<file path="config.mk">
export PLATFORM = sky130hd
export DESIGN_NAME = hc85_serial_cmp
export DESIGN_NICKNAME = d
export VERILOG_FILES = /design/src/rtl/hc85_pkg.sv /design/src/rtl/hc85_serial_cmp_hc85.sv /design/src/rtl/hc85_serial_cmp.sv
export SDC_FILE = /design/constraint.sdc
export NUM_CORES = 1
export LEC_CHECK = 0
export ABC_AREA = 1
export BUFFER_PORTS_ARGS = -buffer_cell sky130_fd_sc_hd__buf_2
export CORE_UTILIZATION = 40
export CTS_CLUSTER_DIAMETER = 120
export DETAILED_ROUTE_END_ITERATION = 10
export PLACE_DENSITY = 0.65
export SYNTH_ARGS = -nofsm -noshare
export SYNTH_HDL_FRONTEND = slang
export SYNTH_SLANG_ARGS = --single-unit
export TNS_END_PERCENT = 30
</file>
<file path="constraint.sdc">
create_clock -name clk -period 2 [get_ports clk]
set_input_delay 0.2 -clock clk [delete_from_list [all_inputs] [get_ports clk]]
set_output_delay 0.2 -clock clk [all_outputs]
set_load 0.05 [all_outputs]
</file>
<file path="src/rtl/hc85_pkg.sv">
// Shared encodings for the serial HC85 compare sequencer.
// Holds cascade/result codes and the FSM state type.
package hc85_pkg;

  localparam logic [2:0] CAS_GT = 3'b100;
  localparam logic [2:0] CAS_EQ = 3'b010;
  localparam logic [2:0] CAS_LT = 3'b001;

  typedef enum logic [1:0] {
    IDLE = 2'd0,
    RUN  = 2'd1,
    DONE = 2'd2
  } state_t;

endpackage

</file>
<file path="src/rtl/hc85_serial_cmp_hc85.sv">
// HC85: 4-bit magnitude comparator slice with cascade input.
// Ports: DateA/DateB nibbles, Cas={gt,eq,lt} in, Q={gt,eq,lt} out.
module HC85
  import hc85_pkg::*;
(
  input  logic [3:0] DateA,
  input  logic [3:0] DateB,
  input  logic [2:0] Cas,
  output logic [2:0] Q
);

  // On equal nibbles the cascade decides, including the
  // non-one-hot combinations of the classic part.
  always_comb begin
    Q = CAS_EQ;
    unique case (1'b1)
      (DateA > DateB): Q = CAS_GT;
      (DateA < DateB): Q = CAS_LT;
      default: begin
        if (Cas[1])
          Q = CAS_EQ;
        else if (Cas == 3'b000)
          Q = 3'b101;
        else if (Cas == 3'b101)
          Q = 3'b000;
        else
          Q = Cas;
      end
    endcase
  end

endmodule

</file>
<file path="src/rtl/hc85_serial_cmp.sv">
// Serial WIDTH-bit compare, one nibble per clock, LSB nibble first.
// Ports: clk, rst_n, req_valid/req_ready, a, b, res_valid/res_ready,
// res={gt,eq,lt}, busy. Macro HC85_SERIAL_CMP_SIGNED_EN: signed mode.
module hc85_serial_cmp
  import hc85_pkg::*;
#(
  parameter int WIDTH = 16
) (
  input  logic             clk,
  input  logic             rst_n,
  input  logic             req_valid,
  output logic             req_ready,
  input  logic [WIDTH-1:0] a,
  input  logic [WIDTH-1:0] b,
  output logic             res_valid,
  input  logic             res_ready,
  output logic [2:0]       res,
  output logic             busy
);

  localparam int N  = WIDTH / 4;
  localparam int IW = (N > 1) ? $clog2(N) : 1;
  localparam logic [IW-1:0] LAST = IW'(N - 1);

  state_t           r_state;
  logic [WIDTH-1:0] r_a;
  logic [WIDTH-1:0] r_b;
  logic [2:0]       r_cas;
  logic [IW-1:0]    r_idx;

  logic [WIDTH-1:0] w_a_in;
  logic [WIDTH-1:0] w_b_in;
  logic [3:0]       w_a_nib;
  logic [3:0]       w_b_nib;
  logic [2:0]       w_q;

`ifdef HC85_SERIAL_CMP_SIGNED_EN
  // Flipping the sign bit maps two's complement onto
  // offset binary, so the unsigned slice orders correctly.
  assign w_a_in = {~a[WIDTH-1], a[WIDTH-2:0]};
  assign w_b_in = {~b[WIDTH-1], b[WIDTH-2:0]};
`else
  assign w_a_in = a;
  assign w_b_in = b;
`endif

  assign w_a_nib = r_a[{r_idx, 2'b00} +: 4];
  assign w_b_nib = r_b[{r_idx, 2'b00} +: 4];

  HC85 u_hc85 (
    .DateA (w_a_nib),
    .DateB (w_b_nib),
    .Cas   (r_cas),
    .Q     (w_q)
  );

  assign req_ready = (r_state == IDLE);
  assign busy      = (r_state != IDLE);

  always_ff @(posedge clk or negedge rst_n) begin
    if (!rst_n) begin
      r_state   <= IDLE;
      r_a       <= '0;
      r_b       <= '0;
      r_cas     <= CAS_EQ;
      r_idx     <= '0;
      res       <= 3'b000;
      res_valid <= 1'b0;
    end else begin
      unique case (r_state)
        IDLE: begin
          if (req_valid) begin
            r_a     <= w_a_in;
            r_b     <= w_b_in;
            r_cas   <= CAS_EQ;
            r_idx   <= '0;
            r_state <= RUN;
          end
        end
        RUN: begin
          r_cas <= w_q;
          r_idx <= r_idx + 1'b1;
          if (r_idx == LAST) begin
            res       <= w_q;
            res_valid <= 1'b1;
            r_state   <= DONE;
          end
        end
        DONE: begin
          if (res_ready) begin
            res_valid <= 1'b0;
            r_state   <= IDLE;
          end
        end
        default: r_state <= IDLE;
      endcase
    end
  end

endmodule

</file>
==> run metrics <==
status=complete, no violations; pre-CTS setup slack=160 ps; H-tree depth=2; LEAKAGE=1.30 nW; Final GP Congestion=0.786; Die Wd=73.3 um; met3 usage=0.0535; Total GRT Usage=0.181; GR Util met1=0.256; IO buf count=between 40 and 50; Max Slew Vio Count=0; CP Capture Type=flop; # placed instances=around 350; global routing's busiest layer=met2; top cells by area, synth=dfrtp_1, nand2_1, o21ai_0; clk_lat worst skew=290 ps; Wirelength per Cell=11.7 um; commonest non-fill, non-tap cell in the layout=nand2_1; Worst Hold Class=in -> reg; type of origin of the critical path=flop; met2 usage=0.270; combinational power share=0.495; ant diodes=0; synthesized area per cell=8.14 um2; die area=5380 um2; top-area cell type share of the netlist area=0.516; CTS max path bufs=2; Sw Pwr=roughly 1.9 mW; Final Net Count=334; CTS tree=built; commonest non-fill, non-tap cells in the layout=nand2_1, buf_2, dfrtp_1, nor2_1, o21ai_0; First-pass DRT Iterations=4; boundary pin count=42; critical path fanouts, max=18; Yosys reg bits=43; clock power share=0.127; synth warn=0; Core ar.=4820 um2; final setup fails=0; post-route insts no fill=361; first-pass GRT wire length=7300 um; Peak VDD IR=0.538 mV; Seq/Total Area, Yosys=0.529; Max Freq=539 MHz; share of cells above drive strength 1=0.221; crit share post-route=0.927; Cells after Synth=250; final worst slack=146 ps; Sink Count=43; maxcap violations=0; required time of the critical path=2210 ps; Hold Violations, Final=0; crit path time final=1850 ps; clock skew=about 5.6 ps; synth unique cells=23; Die Y=73.3 um; critical path class=reg -> reg; cell internal pwr=2.26 mW; Initial Utilization=0.423; largest net degree at the start of global routing=44; P per Cell Area=1730 nW/um2; Syn Nets=291; final core utilization=0.499; sw frac=0.455; number of routed nets with antenna violations=0; Worst slew margin=0.772; Post-route DRC=0; Synth-to-Final Area Change=18.1%; DP Wirelength=2930 um; Site Rows=25; vias in the first global route=1636; routed via count=1676; grt ovf=0; Starting DRT DRC Count=92; part of the power in registers=0.378; Synth area leader=dfrtp_1; Detailed Route WL=4220 um; clock transition at the registers of the reported paths=80 ps; DR vias/cell=4.64; Clock Root Buffer=clkbuf_8; Slew @ Worst Pin=approximately 340 ps; initial antenna violation count=0; TritonCTS Buffers=5; crit path DAT=2070 ps; Cell Area, Synth=2040 um2
==> Yosys cell counts, drive strengths merged <==
master / n
o31ai: 1
inv: 10
a21oi: 2
o21ai: 20
nor3b: 1
o22ai: 4
o22a: 4
nor2: 22
dfstp: 1
buf: 9
ha: 5
clkbuf: 1
nand3: 2
dfrtp: 42
nand2: 126
==> final timing paths <==
path | from | endpoint | slack (ps) | cells after the start
min in group asynchronous | rst_n | res_valid$_DFFE_PN0P_ | 410 | 3
min reg2reg | res[0]$_DFFE_PN0P_ | res[0]$_DFFE_PN0P_ | 480 | 2
max reg2reg | r_idx[0]$_DFFE_PN0P_ | res[1]$_DFFE_PN0P_ | 150 | 10
max in group asynchronous | rst_n | r_cas[1]$_DFFE_PN1P_ | 1340 | 3
max | r_idx[0]$_DFFE_PN0P_ | res[1]$_DFFE_PN0P_ | 150 | 10
min | a[8] | r_a[8]$_DFFE_PN0P_ | 100 | 3
==> cell families (layout without fill, tap and decap cells) <==
family | count (synthesis) | in the layout | share of synthesized area
flops | 43 | 43 | 0.529
buf+inv | 20 | 64 | 0.0553
simple gates | 151 | 151 | 0.297
fa+ha+maj | 5 | 5 | 0.0307
compound gates | 31 | 31 | 0.0873
==> cell type report <==
class                      instances  area (um2)
clock buffer                       6        72.6
inverter                          10        45.0
sequential                        43        1080
clock inverter                     2        12.5
fill                             524        2410
timing repair buffer              46         262
multi-input combinational        187         850
tap                               67        83.8
==> per-layer routing <==
metal,up-vias,share of wire
met4,0,0.011
li1,869,-
met5,-,0
met1,762,0.51
met2,41,0.44
met3,4,0.034
==> state kept, by name, indices dropped and copies added, names as in the netlist <==
name and flops:
r_a 16, r_b 16, r_cas 3, r_idx 2, r_state 2, res 3, res_valid 1
==> stage by stage <==
stage                     hold slack (ps)  setup TNS, ps  total power, mW  cell area, um2
after floorplan                     -95.6              0             3.13            2040
after global placement                191              0             3.53            2290
after detailed placement              193              0             3.58            2290
after CTS                            87.7              0             4.14            2380
after global routing                 81.9          -2.28             4.60            2400
final                                97.4              0             4.15            2400
==> power by group through the flow <==
stage | logic (mW) | registers (mW) | clock network (mW)
2_1_floorplan | 1.57 | 1.57 | 0
3_3_place_gp | 1.97 | 1.57 | 0
3_5_place_dp | 2.02 | 1.56 | 0
4_1_cts | 2.04 | 1.55 | 0.550
5_1_grt | 2.39 | 1.62 | 0.593
6_report | 2.06 | 1.57 | 0.526
==> timing repair <==
action / in CTS / in global routing
endpoints found under the hold margin: 42 / 0
buffers inserted: 0 / 1
setup endpoints to repair: 0 / 6
hold buffers: 1 / 0
resized for setup: 0 / 8
==> worst max-delay path, cell delays in order (launching register included) <==
cell and delay [ps]:
dfrtp_1 420, buf_6 190, o21ai_0 100, o22a_1 230, ha_1 290, nand2_1 80
inv_1 60, nand2_1 50, nand2_1 110, nand2_1 120, o21ai_1 140
Note: power is estimated with default switching activity, not from simulation.
